===== src/rtl/io_trap_ctrl_pkg.sv =====
// Shared definitions for the MegaMapper I/O trap controller: port addresses,
// control-register bit positions and the bus-cycle FSM state type.
package io_trap_ctrl_pkg;

  localparam logic [7:0]  CTRL_PORT_DEF  = 8'h30;
  localparam logic [7:0]  ISR_PORT_DEF   = 8'h31;
  localparam logic [7:0]  ALLOW_BASE_DEF = 8'h40;
  localparam logic [7:0]  ALLOW_MASK_DEF = 8'hF0;
  localparam int unsigned NMI_WIDTH_DEF  = 4;

  localparam int unsigned CTRL_TRAP_EN = 0;
  localparam int unsigned CTRL_NMI_EN  = 1;

  typedef enum logic [2:0] {
    ST_IDLE   = 3'd0,
    ST_PASS   = 3'd1,
    ST_OWN_WR = 3'd2,
    ST_OWN_RD = 3'd3,
    ST_TRAP   = 3'd4
  } state_t;

  function automatic logic port_permitted(input logic [7:0] a,
                                          input logic [7:0] base,
                                          input logic [7:0] mask);
    return (a & mask) == base;
  endfunction

endpackage


===== src/rtl/io_trap_ctrl_nmi_pulse_gen.sv =====
// Fixed-width active-low NMI pulse: a trigger loads a 4-bit down-counter and
// nmi_n stays low while the counter is non-zero.
module nmi_pulse_gen #(
  parameter int unsigned WIDTH = 4
) (
  input  logic clk,
  input  logic reset_n,
  input  logic trigger,
  output logic nmi_n
);

  logic [3:0] cnt_q;

  always_ff @(posedge clk or negedge reset_n) begin
    if (!reset_n) begin
      cnt_q <= '0;
    end else if (trigger) begin
      cnt_q <= 4'(WIDTH);
    end else if (cnt_q != '0) begin
      cnt_q <= cnt_q - 4'd1;
    end
  end

  assign nmi_n = (cnt_q == '0);

endmodule


===== src/rtl/io_trap_ctrl.sv =====
// Z80 bus-cycle controller: decodes the mapper's own I/O ports, traps user-mode
// I/O outside the permitted window, and drives the capture/control strobes.
module io_trap_ctrl
  import io_trap_ctrl_pkg::*;
#(
  parameter logic [7:0]  CTRL_PORT  = CTRL_PORT_DEF,
  parameter logic [7:0]  ISR_PORT   = ISR_PORT_DEF,
  parameter logic [7:0]  ALLOW_BASE = ALLOW_BASE_DEF,
  parameter logic [7:0]  ALLOW_MASK = ALLOW_MASK_DEF,
  parameter int unsigned NMI_WIDTH  = NMI_WIDTH_DEF
) (
  input  logic       clk,
  input  logic       reset_n,
  input  logic [7:0] addr,
  input  logic       iorq_n,
  input  logic       m1_n,
  input  logic       rd_n,
  input  logic       wr_n,
  input  logic [3:0] ctrl,
  output logic       record_isr_en,
  output logic       read_isr_en,
  output logic       write_ctrl_en,
  output logic       io_violation_occured,
  output logic       io_suppress,
  output logic       nmi_n
);

  logic [7:0] s_addr;
  logic       s_iorq_n, s_m1_n, s_rd_n, s_wr_n;
  logic       s_trap_en, s_nmi_en;

  state_t state_q, state_d;
  logic   wr_d, rd_d, sup_d, flag_d, nmi_trig;

  logic s_io, s_iack, s_own;
  logic unused_ctrl_bits;

  assign unused_ctrl_bits = ^ctrl[3:2];

  always_ff @(posedge clk or negedge reset_n) begin
    if (!reset_n) begin
      s_addr    <= '0;
      s_iorq_n  <= 1'b1;
      s_m1_n    <= 1'b1;
      s_rd_n    <= 1'b1;
      s_wr_n    <= 1'b1;
      s_trap_en <= 1'b0;
      s_nmi_en  <= 1'b0;
    end else begin
      s_addr    <= addr;
      s_iorq_n  <= iorq_n;
      s_m1_n    <= m1_n;
      s_rd_n    <= rd_n;
      s_wr_n    <= wr_n;
      s_trap_en <= ctrl[CTRL_TRAP_EN];
      s_nmi_en  <= ctrl[CTRL_NMI_EN];
    end
  end

  assign s_io   = ~s_iorq_n &  s_m1_n;
  assign s_iack = ~s_iorq_n & ~s_m1_n;
  assign s_own  = (s_addr == CTRL_PORT) || (s_addr == ISR_PORT);

  always_ff @(posedge clk or negedge reset_n) begin
    if (!reset_n) begin
      state_q              <= ST_IDLE;
      write_ctrl_en        <= 1'b0;
      read_isr_en          <= 1'b0;
      io_suppress          <= 1'b0;
      io_violation_occured <= 1'b0;
    end else begin
      state_q              <= state_d;
      write_ctrl_en        <= wr_d;
      read_isr_en          <= rd_d;
      io_suppress          <= sup_d;
      io_violation_occured <= flag_d;
    end
  end

  always_comb begin
    state_d  = state_q;
    wr_d     = write_ctrl_en;
    rd_d     = read_isr_en;
    sup_d    = io_suppress;
    flag_d   = io_violation_occured;
    nmi_trig = 1'b0;
    case (state_q)
      ST_IDLE: begin
        if (s_io) begin
          if (s_addr == CTRL_PORT && !s_wr_n) begin
            state_d = ST_OWN_WR;
            wr_d    = 1'b1;
          end else if (s_addr == ISR_PORT && !s_rd_n) begin
            state_d = ST_OWN_RD;
            rd_d    = 1'b1;
          end else if (s_trap_en && !s_own &&
                       !port_permitted(s_addr, ALLOW_BASE, ALLOW_MASK)) begin
            state_d  = ST_TRAP;
            sup_d    = 1'b1;
            flag_d   = 1'b1;
            // Only the first violation raises NMI; later ones are just blocked.
            nmi_trig = s_nmi_en & ~io_violation_occured;
          end else begin
            state_d = ST_PASS;
          end
        end
      end
      default: begin
        if (s_iorq_n) begin
          state_d = ST_IDLE;
          wr_d    = 1'b0;
          rd_d    = 1'b0;
          sup_d   = 1'b0;
          if (state_q == ST_OWN_RD) begin
            flag_d = 1'b0;
          end
        end
      end
    endcase
  end

  // Frozen while a violation is pending so the offending opcode survives.
  assign record_isr_en = ~io_violation_occured & ~s_iack;

  nmi_pulse_gen #(
    .WIDTH(NMI_WIDTH)
  ) u_nmi (
    .clk    (clk),
    .reset_n(reset_n),
    .trigger(nmi_trig),
    .nmi_n  (nmi_n)
  );

endmodule


===== config.mk =====
export PLATFORM = sky130hd
export DESIGN_NAME = io_trap_ctrl
export DESIGN_NICKNAME = d
export VERILOG_FILES = /design/src/rtl/io_trap_ctrl_pkg.sv /design/src/rtl/io_trap_ctrl_nmi_pulse_gen.sv /design/src/rtl/io_trap_ctrl.sv
export SDC_FILE = /design/constraint.sdc
export NUM_CORES = 1
export LEC_CHECK = 0
export BUFFER_PORTS_ARGS = -buffer_cell sky130_fd_sc_hd__buf_2
export CAP_MARGIN = 15
export CORE_MARGIN = 4
export CORE_UTILIZATION = 54
export DETAILED_ROUTE_END_ITERATION = 6
export PLACE_DENSITY = 0.81
export SYNTH_ARGS = -nofsm -noshare
export SYNTH_HDL_FRONTEND = slang
export SYNTH_SLANG_ARGS = --single-unit

===== constraint.sdc =====
create_clock -name clk -period 3.1 [get_ports clk]
set_input_delay 0.31 -clock clk [delete_from_list [all_inputs] [get_ports clk]]
set_output_delay 0.31 -clock clk [all_outputs]
set_load 0.005 [all_outputs]

## Yosys cells after proc, flatten, opt, wreduce, memory -nomap -nowiden

Index checks and enable logic that the tools add are counted.

| cells by class | value |
|---|---|
| reduce and logical (&&, ||, !) cells | 20 |
| equal/unequal tests | 10 |
| bitwise logic cells | 8 |
| multiplexer cells | 29 |
| add/subtract/negate cells | 1 |

Operators by type and width:

| kind | count |
|---|---|
| $mux 1 | 21 |
| $mux 3 | 6 |
| $eq 8x6->1 const B | 2 |
| $ne 2x2->1 const B | 6 |
| $mux 4 | 2 |
| $reduce_and 6->1 | 1 |
| $reduce_bool 2->1 | 3 |
| $reduce_and 5->1 | 1 |
| $and 1x1->1 | 4 |
| $eq 4x3->1 const B | 1 |
| $logic_and 1x1->1 | 4 |
| $logic_not 1->1 | 4 |
| $logic_not 4->1 | 1 |
| $not 1->1 | 4 |
| $reduce_and 4->1 | 1 |
| $reduce_bool 4->1 | 1 |
| $sub 4x1->4 const B | 1 |
| $eq 3x2->1 const B | 1 |
| $logic_not 3->1 | 1 |
| $reduce_and 3->1 | 1 |
| $reduce_and 2->1 | 1 |
| $logic_or 1x1->1 | 1 |

| storage, ports and cells | value |
|---|---|
| register bits | 25 |

## Longest topological paths before layout

| logic depth | value |
|---|---|
| depth in word-level cells | 11 |
| depth in mapped cells | 5 |

## Modules after synthesis

From an unflattened synthesis, not the netlist that was laid out.

| second synthesis, totals | value |
|---|---|
| cell total of the unflattened synthesis | 78 |
| area, all modules | 992.2 sq um |

By module, submodules not included:

| module | sequential area each (sq um) | instances | area an instance (sq um) | cells an instance |
|---|---|---|---|---|
| io_trap_ctrl | 530.5 | 1 | 760.7 | 57 |
| nmi_pulse_gen | 100.1 | 1 | 231.5 | 21 |

## Worst setup path before layout

OpenSTA, ideal clock, no wires.

| timing path | value |
|---|---|
| kind | reg2reg |
| start | register u_nmi.cnt_q[0] |
| end | register u_nmi.cnt_q[1] |
| path slack | 1.533 ns |
| data arrival time | 1.489 ns |
| period minus slack after synthesis | 1.567 ns |
| cell stages (with the launch flop) | 6 |
| cell sequence | dfrtp_1 inv_1 ha_1 nor3b_1 mux2_2 a21oi_1 |

| between the ends | value |
|---|---|
| cells in the longest elaborated chain, start to end | 3 |

Ends and longest elaborated chain:

| element | RTL line | source |
|---|---|---|
| start: declaration | io_trap_ctrl_nmi_pulse_gen.sv:12 | `logic [3:0] cnt_q;` |
| start signal: assignment | io_trap_ctrl_nmi_pulse_gen.sv:18 | `cnt_q <= 4'(WIDTH);` |
| start signal: assignment | io_trap_ctrl_nmi_pulse_gen.sv:20 | `cnt_q <= cnt_q - 4'd1;` |
| $sub 4x1->4 | io_trap_ctrl_nmi_pulse_gen.sv:20 |  |
| $mux 4 | io_trap_ctrl_nmi_pulse_gen.sv:19 | `end else if (cnt_q != '0) begin` |
| $mux 4 | io_trap_ctrl_nmi_pulse_gen.sv:17 | `end else if (trigger) begin` |

Parallel ways exist; a longest one is shown, timed or not. The select of a mux whose other input is x is not followed.
A chain may end at the register's enable or synchronous reset.

## Worst setup path after layout

| timing path | value |
|---|---|
| start | register u_nmi.cnt_q[1] |
| end | output port nmi_n |

| between the ends | value |
|---|---|
| cells in the longest elaborated chain, start to end | 1 |

Ends and longest elaborated chain:

| element | RTL line | source |
|---|---|---|
| $logic_not 4->1 | io_trap_ctrl_nmi_pulse_gen.sv:24 | `assign nmi_n = (cnt_q == '0);` |
| end: declaration | io_trap_ctrl.sv:25 | `output logic nmi_n` |

No other way between the ends.

==> impl_metrics.yaml <==
global_routing:
  grt_usage_pct: 15.62
  grt_max_degree: 26
  grt_pass1_vias: 700
  antenna_found_initial: 0
  grt_pass1_wl_mm: 2.946
  grt_overflow_total: 0
logic_synthesis:
  synth_xor_area_share_pct: 0.9198
  synth.area.mux_share_pct: 2.234
  netlist_top_cells_count: "dfrtp_1 (21), inv_1 (5), nor2_1 (5)"
  synthAdderAreaFrac_pct: 1.314
  yosysTopAreaCell: "dfrtp_1"
  yosysMostFrequentCell: "dfrtp_1"
  syn_inst: 72
  yosys.area_share.simple_pct: 13.93
  synth.distinct_cells: 28
  syn_nets: 91
  ys.flop_type: "dfrtp_1"
  synth-compound-area-share_pct: 13.40
  ys_seq_area_share_pct: 66.23
  synth_area_leaders: "dfrtp_1 (55%), dfstp_2 (11%), a32o_1 (3.2%)"
  synth_enable_flop_cells: 0
  synth_top_family_by_area: "simple AND/OR/NAND/NOR gates"
  synth_top_area_share_pct: 55.19
  synthesis.area_um2: 952.2
  ys_ff_latch: 25
  synth_async_sr_flop_share_pct: 100.0
  syn_area_per_cell_um2: 13.22
  ys_warn_count: 0
sta:
  slew_headroom_pct: 65.34
  timing.setup.tns_ps: 0
  setup_viol: 0
  rsz0062_at_grt: "false"
  period_needed_ps: 1940
  slew_viol_final: 0
  tightest_slew_ps: 519.9
  finalCritPeriodShare_pct: 62.58
  hold_viol_final: 0
  max_freq_ghz: 0.5154
  fin_worst_skew_ps: 2.118
die:
  pin_count: 24
  dieArea_um2: 2499
  start_util_pct: 60.40
  die_y_um: 49.99
  core_area_um2: 1577
  die_w_um: 49.99
  rows: 14
power:
  p_per_area_nw_per_um2: 633.3
  irDropWorstVdd_uv: 476.5
  p_leak_uw: 0.0005218
detailed_routing:
  met3_length_um: 84
  via_per_inst: 5.833
  drc: 0
  drt_iter0_drc: 12
  routed-wl-met2_um: 838
  top_layer_used: "met4"
  met1_length_um: 716
  ant_nets: 0
  wire_per_inst_um: 14.61
  vias: 665
  wl_mm: 1.666
  first_pass_iters: 4
worst_setup_path:
  worstPathMaxFanout: 4
  endpoint_kind: "output pin"
  ff2ff_path_depth: 5
  critPathArrivalTime_ps: 1630
  path_class: "flop to output pin"
  critPathRequiredTime_ps: 2790
  r2r_start: "u_nmi.cnt_q[1]$_DFFE_PN0P_"
  regToRegSetupSlack_ps: 1410
  endpoint: "nmi_n"
  timing.rr.end: "u_nmi.cnt_q[1]$_DFFE_PN0P_"
  start_kind: "flop"
  crit_start: "u_nmi.cnt_q[1]$_DFFE_PN0P_"
clocking:
  cts-root-buf: "clkbuf_4"
  cts_resized: 0
  htree_levels: 1
  cts_buffers: 3
  clk_latency_ps: 300
  cts_tree: "done"
  path_clk_slew_ps: 120
  cts.path.max_buffers: 2
  cts.sinks: 25
job:
  max_cap_viol_count: 0
placement:
  port_buffers: 21
  dp.final_hpwl_mm: 1.232
  gp_congestion: 0.7739
cells_and_area:
  synthToLayoutAreaGrowth_pct: 16.95
  antennaDiodeCount: 0
  nets: 118
  post-route-util_pct: 70.63
  drive_above_1_share_pct: 34.69
  fillCellCount: 124
outcome:
  status: "completed"
min_path:
  hold_path.class: "input port to flop"
[area by class of cell]
cell class,count,area (um2),share of cell area (%)
clock buffer,4,26.28,2.360
inverter,5,18.77,1.685
multi-input combinational,42,302.8,27.19
sequential,25,630.6,56.63
tap,16,20.02,1.798
timing repair buffer,22,115.1,10.34
[cells in the final DEF (no fill, tap or decap)]
cell type,count
nor2_1,5
a21o_2,1
inv_1,5
nand2_1,3
clkbuf_1,1
o211ai_1,1
a32o_1,3
clkbuf_4,3
a21oi_1,3
o21ai_0,3
o32ai_1,1
mux2_2,1
o211a_4,1
dfrtp_1,21
mux2i_1,1
nor3_1,2
or4b_1,1
nand3b_1,2
dlygate4sd3_1,1
buf_2,21
or4_4,1
nor2b_1,2
nor3b_1,2
and2_1,1
o31ai_1,2
or2_2,1
dfstp_2,4
a22o_2,1
nor4_1,1
ha_1,1
xnor2_1,1
and4b_1,1
[through the flow]
| step | hold slack [ps] | std cells | area (um2) | setup WS (ps) | power, uW |
|---|---|---|---|---|---|
| floorplan | 14.41 | 72 | 952.2 | 1533 | 517.8 |
| global placement | 307.2 | 109 | 1077 | 1534 | 558.2 |
| detailed placement | 317.6 | 109 | 1077 | 1466 | 570.8 |
| CTS | 78.09 | 114 | 1114 | 1178 | 711.8 |
| global route | 56.01 | 114 | 1114 | 1044 | 755.4 |
| finish | 87.43 | 114 | 1114 | 1160 | 705.3 |
[sequential cells by signal, indices dropped and copies added (netlist names)]
name                  cells
read_isr_en               1
state_q                   3
s_iorq_n                  1
s_rd_n                    1
s_trap_en                 1
s_addr                    8
io_suppress               1
s_wr_n                    1
u_nmi.cnt_q               4
s_m1_n                    1
s_nmi_en                  1
io_violation_occured      1
write_ctrl_en             1
[logic make-up after synthesis]
group,Yosys count
flip-flops,25
AND/OR/NAND/NOR,22
AO/OA/AOI/OAI,16
buffers and inverters,5
multiplexers,2
XOR/XNOR,1
adder cells (fa/ha/maj),1
[per-layer routing]
metal  vias to the layer above  global-route usage [%]
met1                       330                   19.41
met4                         0                   6.912
met2                        20                   25.65
met3                         4                   3.614
li1                        311                       -
met5                         -                       0
[power by group]
| part | internal (uW) | total [uW] | switching [uW] |
|---|---|---|---|
| clock network | 50.2 | 136 | 86.0 |
| logic | 85.7 | 166 | 79.8 |
| registers | 371 | 403 | 32.1 |
| total | 507 | 705 | 198 |
[worst min-delay path by stage]
stage                  from                       to  slack (ps)  cells past startpoint
floorplan           reset_n  io_suppress$_DFFE_PN0P_          10                      0
global placement    reset_n   state_q[1]$_DFFE_PN0P_         310                      1
detailed placement  reset_n   state_q[2]$_DFFE_PN0P_         320                      1
CTS                  iorq_n       s_iorq_n$_DFF_PN1_          80                      1
global route         iorq_n       s_iorq_n$_DFF_PN1_          60                      1
finish               iorq_n       s_iorq_n$_DFF_PN1_          90                      1
[worst max-delay path, cell delays in order, from the launching register on]
cell and delay [ps]:
dfrtp_1 420, inv_1 90, ha_1 210, nor3b_1 410
buf_2 200
[timing repair]
action / 4_1_cts / 5_1_grt
hold buffers: 1 / 0
endpoints found under the hold margin: 21 / 0
setup buffers: 0 / 0
No activity file was read; power rests on OpenSTA's default activity.
